## src/rtl/if_fetch_unit.sv

```systemverilog
// rtl/if_fetch_unit.sv - instruction-fetch front end: PC, fetch tracking, stall/redirect
//
// Owns the program counter and drives the word-indexed instruction memory
// read address. The memory registers its output on the same edge that
// advances the PC, so this block registers the PC of that returned word
// (instr_pc) and whether it is an in-path, in-range instruction.
//
// Optional build macro: IF_FETCH_PERF_CNT_EN adds fetch/stall/squash counters.
//
// Ports:
//   clk           in   rising-edge clock
//   reset         in   synchronous active-high reset
//   start         in   leave IDLE and begin fetching (sampled in IDLE only)
//   stall         in   hold PC and fetch outputs
//   redirect      in   taken branch/jump; wins over stall
//   redirect_pc   in   redirect target word address
//   Read_Address  out  current PC, to instruction memory
//   instr_pc      out  PC of the word on the memory output
//   instr_pc_next out  instr_pc + PC_STEP (raw add)
//   instr_valid   out  memory output is a valid in-path instruction
//   addr_err      out  sticky: a fetch was issued at PC >= IMEM_DEPTH
//   running       out  FSM is in RUN
//   fetch_cnt     out  (macro) edges that set instr_valid
//   stall_cnt     out  (macro) RUN cycles stalled without redirect
//   squash_cnt    out  (macro) redirects taken in RUN

module if_fetch_unit #(
  parameter int ADDR_W     = 32,
  parameter int IMEM_DEPTH = 40,
  parameter int RESET_PC   = 0,
  parameter int PC_STEP    = 1
) (
  input  logic              clk,
  input  logic              reset,
  input  logic              start,
  input  logic              stall,
  input  logic              redirect,
  input  logic [ADDR_W-1:0] redirect_pc,
  output logic [ADDR_W-1:0] Read_Address,
  output logic [ADDR_W-1:0] instr_pc,
  output logic [ADDR_W-1:0] instr_pc_next,
  output logic              instr_valid,
  output logic              addr_err,
`ifdef IF_FETCH_PERF_CNT_EN
  output logic [31:0]       fetch_cnt,
  output logic [31:0]       stall_cnt,
  output logic [31:0]       squash_cnt,
`endif
  output logic              running
);

  typedef enum logic {IDLE = 1'b0, RUN = 1'b1} state_e;

  localparam logic [ADDR_W-1:0] DEPTH_W = ADDR_W'(IMEM_DEPTH);
  localparam logic [ADDR_W-1:0] STEP_W  = ADDR_W'(PC_STEP);
  localparam logic [ADDR_W-1:0] RST_PC  = ADDR_W'(RESET_PC);

  state_e            state_q, state_d;
  logic [ADDR_W-1:0] pc_q, pc_d;
  logic [ADDR_W-1:0] instr_pc_q, instr_pc_d;
  logic              instr_valid_q, instr_valid_d;
  logic              addr_err_q, addr_err_d;
  logic [ADDR_W-1:0] pc_inc;
  logic              pc_in_range;
  logic              do_fetch;
  logic              do_redirect;
  logic              do_stall;

  assign pc_inc      = pc_q + STEP_W;
  assign pc_in_range = (pc_q < DEPTH_W);

  // Redirect beats stall; the IDLE->RUN edge is an unconditional fetch.
  assign do_redirect = (state_q == RUN) && redirect;
  assign do_stall    = (state_q == RUN) && !redirect && stall;
  assign do_fetch    = ((state_q == RUN) && !redirect && !stall) ||
                       ((state_q == IDLE) && start);

  always_comb begin
    state_d       = state_q;
    pc_d          = pc_q;
    instr_pc_d    = instr_pc_q;
    instr_valid_d = instr_valid_q;
    addr_err_d    = addr_err_q;
    if (state_q == IDLE) begin
      instr_valid_d = 1'b0;
      if (start) state_d = RUN;
    end
    if (do_redirect) begin
      // Memory latches the wrong-path word at this edge; squash it.
      pc_d          = redirect_pc;
      instr_pc_d    = pc_q;
      instr_valid_d = 1'b0;
    end else if (do_fetch) begin
      instr_pc_d    = pc_q;
      instr_valid_d = pc_in_range;
      if (!pc_in_range) addr_err_d = 1'b1;
      pc_d          = (pc_inc >= DEPTH_W) ? '0 : pc_inc;
    end
  end

  always_ff @(posedge clk) begin
    if (reset) begin
      state_q       <= IDLE;
      pc_q          <= RST_PC;
      instr_pc_q    <= RST_PC;
      instr_valid_q <= 1'b0;
      addr_err_q    <= 1'b0;
    end else begin
      state_q       <= state_d;
      pc_q          <= pc_d;
      instr_pc_q    <= instr_pc_d;
      instr_valid_q <= instr_valid_d;
      addr_err_q    <= addr_err_d;
    end
  end

`ifdef IF_FETCH_PERF_CNT_EN
  logic [31:0] fetch_cnt_q, stall_cnt_q, squash_cnt_q;

  always_ff @(posedge clk) begin
    if (reset) begin
      fetch_cnt_q  <= '0;
      stall_cnt_q  <= '0;
      squash_cnt_q <= '0;
    end else begin
      if (do_fetch && pc_in_range && (fetch_cnt_q != '1)) fetch_cnt_q <= fetch_cnt_q + 32'd1;
      if (do_stall && (stall_cnt_q != '1))                 stall_cnt_q <= stall_cnt_q + 32'd1;
      if (do_redirect && (squash_cnt_q != '1))             squash_cnt_q <= squash_cnt_q + 32'd1;
    end
  end

  assign fetch_cnt  = fetch_cnt_q;
  assign stall_cnt  = stall_cnt_q;
  assign squash_cnt = squash_cnt_q;
`else
  logic unused_stall;
  assign unused_stall = do_stall;
`endif

  assign Read_Address  = pc_q;
  assign instr_pc      = instr_pc_q;
  assign instr_pc_next = instr_pc_q + STEP_W;
  assign instr_valid   = instr_valid_q;
  assign addr_err      = addr_err_q;
  assign running       = (state_q == RUN);

endmodule
```

## config.mk

```make
export PLATFORM = sky130hd
export DESIGN_NAME = if_fetch_unit
export DESIGN_NICKNAME = d
export VERILOG_FILES = /design/src/rtl/if_fetch_unit.sv
export SDC_FILE = /design/constraint.sdc
export NUM_CORES = 1
export LEC_CHECK = 0
export ABC_AREA = 1
export BUFFER_PORTS_ARGS = -buffer_cell sky130_fd_sc_hd__buf_2
export CORE_AREA = 4 4 100 102
export DETAILED_ROUTE_END_ITERATION = 12
export DIE_AREA = 0 0 104 106
export PLACE_DENSITY_LB_ADDON = 0.12
export SLEW_MARGIN = 20
export SYNTH_ARGS = -nofsm -noshare
export SYNTH_HDL_FRONTEND = slang
export SYNTH_SLANG_ARGS = --single-unit
```

## constraint.sdc

```tcl
create_clock -name clk -period 1.9 [get_ports clk]
set_input_delay 0.19 -clock clk [delete_from_list [all_inputs] [get_ports clk]]
set_output_delay 0.19 -clock clk [all_outputs]
set_load 0.01 [all_outputs]
```

==> flow_results.org <==
** Worst setup path
- Required arrival time at the worst endpoint :: 1710 ps
- Data on the critical path arrives at its endpoint at 2180 ps.
- The worst setup path is of the flip-flop to primary output kind.
- Type of origin of the critical path :: flip-flop
- The worst setup path is captured at a primary output.
- On the worst path, the slowest cell contributes a delay of 330 ps.
- Cell at the slowest stage of the critical path :: sky130_fd_sc_hd__dfxtp_1
- CP Max Fanout :: 3
- Traced cell by cell, the critical path runs through nand2_1 -> nor3_2 -> nand3_1 -> nor2_1 -> inv_1 -> nor2_4 -> nand3_2 -> buf_6 -> xnor2_2 -> buf_2.

** Die
- From bottom edge to top edge, the die measures 106 um.
- The die covers 11000 um2.
- The die is 104 um wide.
- Core area :: 9110 um2
- 136 I/O pins were placed.
- Initial core utilization :: 46.5%
- Placement row count :: 35

** Layout
- Final non-filler cell area :: 6280 um2
- Filler cell count in the final layout :: 816
- Once layout is complete, the utilization of the core stands at 68.9%.
- Number of diodes added for antenna fixing :: 0
- Ratio of cells with drive above 1 in the final layout :: 42.8%
- Number of nets at the end of the flow :: 911
- The area growth from synthesis to layout is 48.3%.

** Drt
- Vias :: 5061
- Using the TritonRoute via totals, the vias-per-cell ratio works out to 5.12.
- Number of routed nets with antenna violations :: 0
- In the final routing, the length of wire on met1 measures 6.49 mm.
- For this block, the routed nets add up to 14.4 mm of wire.
- Top Layer Used :: met4
- After detailed routing, the number of remaining DRC violations is 0.
- Routed length per placed instance :: 14.6 um
- 1st-iter DRT viols :: 219
- Iteration count of the initial detailed-routing pass :: 5
- DR WL met2 :: 6.87 mm
- Met3 routed wirelength :: 804 um

** Yosys
- In the post-synthesis netlist, the cell with the most instances is sky130_fd_sc_hd__nand2_1.
- For this run, asynchronously set or reset flops after synthesis account for 0%.
- Gate count of the mapped netlist :: 650
- Area share of the largest cell type after synthesis :: 31.7%
- Syn Nets :: 689
- Ranked by instance count, the synthesized netlist is headed by sky130_fd_sc_hd__nand2_1, sky130_fd_sc_hd__nor2_1, sky130_fd_sc_hd__dfxtp_1.
- Cell area after synthesis :: 4230 um2
- sky130_fd_sc_hd__dfxtp_1 takes more of the synthesized area than any other cell.
- Leading register cell type out of synthesis :: sky130_fd_sc_hd__dfxtp_1
- Mean instance size in the synthesized netlist :: 6.51 um2
- The synthesized design contains 67 register bits.
- Library cells used by synthesis :: 35
- Synthesis Warnings :: 0
- After synthesis, the cell types taking the most area are sky130_fd_sc_hd__dfxtp_1, sky130_fd_sc_hd__nand2_1, sky130_fd_sc_hd__nor2_1.
- Sequential-to-total area share from yosys stat :: 31.7%
- Counting flops with a built-in enable in the synthesized netlist gives 0.

** Clocking
- Maximum level of the CTS H-tree :: 3
- Clock Latency Late Sink :: 350 ps
- The tree is rooted in a sky130_fd_sc_hd__clkbuf_8.
- No sink is reached through more buffers than the 2 on the longest clock path.
- Clock-pin slew was measured on the worst setup and hold paths at 70 ps.
- TritonCTS built the clock tree.
- Sinks on the clock net :: 67
- Counting the buffers created by CTS gives 9.

** Timing
- Tmin final :: 2370 ps
- Unrepaired setup endpoints after global routing :: true
- Slew at the pin closest to its max-slew limit :: 546 ps
- Static timing analysis puts the maximum clock frequency at 422 MHz.
- Final cycle utilization of the critical path :: 125%
- The final max-slew violation count was 0.
- The worst pin sits at a relative slew slack of 63.3%.
- Clock tree skew after final layout :: 13.4 ps
- The final-report hold violation count came to 0.
- Setup violations remaining at the end of the flow were counted as 27.
- Once routing completed, OpenROAD measured the worst setup slack at -469 ps.

** Global route
- Via count of the first global-routing pass :: 4863
- Global Route Usage Sum :: 25.3%
- The initial antenna violation count is 0.
- Pin count of the biggest net entering global routing :: 59
- Global-route wire length before repair :: 23.2 mm
- The total overflow left after global routing is 0.

** Run
- Maximum capacitance violations :: 0

** Outcome
- Result of the run :: complete, but fails checks
- The final reports fail on setup timing.

** Pwr
- Cell leakage power :: 0.00284 uW
- PwrDens :: 565 nW/um2
- VDD sags by at most 0.000414 V.

** Placement
- Placed inst area :: 5610 um2
- During placement, the flow inserted port buffers numbering 135.
- HPWL after detailed placement :: 10.6 mm
- Routability congestion estimate from global placement :: 0.912

** Worst hold path
- In this run the worst hold path is classified as input pin to flip-flop.
[final cells by class]
class / instances / area (um2) / area share (%)
well taps: 111 / 139 / 2.21
inverters: 60 / 228 / 3.63
repair buffers: 231 / 1460 / 23.2
clock buffers: 12 / 145 / 2.31
flip-flops and latches: 67 / 1380 / 22.0
multi-input cells: 503 / 2900 / 46.2
clock inverters: 4 / 26.3 / 0.419
[through the flow]
step | total power (uW) | std cells | hold slack, ps | setup WS (ps) | TNS [ps]
after global routing | 3720 | 988 | 69.3 | -644 | -11740
after detailed placement | 2450 | 953 | 414 | -224 | -1180
final | 3550 | 988 | 68.2 | -469 | -8010
after CTS | 3550 | 983 | 59.1 | -490 | -7700
after global placement | 2440 | 953 | 407 | -150 | -590
after floorplan | 2080 | 650 | 316 | -37.0 | -59.7
[timing repair]
| item | 4_1_cts | 5_1_grt |
|---|---|---|
| pin swaps | 19 | 38 |
| gates resized for setup | 54 | 52 |
| setup buffers | 14 | 6 |
| setup endpoints to repair | 26 | 29 |
| hold buffers | 0 | 0 |
[cells by family (layout without fill, tap and decap cells)]
kind of cell / count (synthesis) / after routing / synth area share [%]
compound gates: 84 / 84 / 12.3
xor+xnor: 30 / 30 / 6.21
fa+ha+maj: 2 / 2 / 0.591
buf+inv: 80 / 307 / 8.01
flops: 67 / 67 / 31.7
simple gates: 387 / 387 / 41.2
[report_power, final]
part / leakage, uW / switching, uW / internal, uW
Sequential: 0.000560 / 107 / 1490
Clock: 0.0000863 / 557 / 508
Combinational: 0.00220 / 512 / 368
Total: 0.00284 / 1180 / 2370
[final timing paths]
path                   startpoint                 to  slack, ps  cells past startpoint
setup / recovery     instr_pc[15]  instr_pc_next[26]       -470                     10
hold / removal              start            running         70                      3
setup reg to reg  Read_Address[0]    Read_Address[2]       -100                     15
hold reg to reg          addr_err           addr_err        480                      2
[worst max-delay path, delay by kind of cell, from the launching register on]
family                 cells  cell delay (ps)
AND/OR/NAND/NOR            6              940
buffers and inverters      3              420
flip-flops                 1              330
XOR/XNOR                   1              140
[flip-flops by register name (all words and copies together) (netlist names)]
name and flops:
Read_Address 32, instr_pc 32, addr_err 1, instr_valid 1, running 1
[cell usage in the layout, fill, tap and decap left out, types with 4 or more instances in the layout]
cell type                  Yosys  routed
sky130_fd_sc_hd__a211oi_1     30      30
sky130_fd_sc_hd__a21oi_1      42      37
sky130_fd_sc_hd__a21oi_2       1       6
sky130_fd_sc_hd__a22oi_1       6       6
sky130_fd_sc_hd__buf_2         1     135
sky130_fd_sc_hd__buf_4         0      87
sky130_fd_sc_hd__buf_6         1       6
sky130_fd_sc_hd__clkbuf_8      3      10
sky130_fd_sc_hd__dfxtp_1      67      44
sky130_fd_sc_hd__dfxtp_2       0      18
sky130_fd_sc_hd__dfxtp_4       0       5
sky130_fd_sc_hd__inv_1        57      55
sky130_fd_sc_hd__nand2_1     191     182
sky130_fd_sc_hd__nand2_2      12      17
sky130_fd_sc_hd__nand2_4       0       4
sky130_fd_sc_hd__nand3_1      35      22
sky130_fd_sc_hd__nand3_2       6      17
sky130_fd_sc_hd__nand4_1       9       9
sky130_fd_sc_hd__nor2_1       95      72
sky130_fd_sc_hd__nor2_2       13      20
sky130_fd_sc_hd__nor2_4       10      26
sky130_fd_sc_hd__nor3_1        5       5
sky130_fd_sc_hd__xnor2_1       9       5
sky130_fd_sc_hd__xnor2_2       0       4
sky130_fd_sc_hd__xor2_1       21      20
[layer usage]
| layer | vias up | global-route usage (%) |
|---|---|---|
| met5 | - | 0 |
| met4 | 0 | 7.69 |
| met3 | 27 | 3.83 |
| met2 | 181 | 43.5 |
| met1 | 2307 | 33.0 |
| li1 | 2546 | - |
Power figures use the tool's default switching activity.
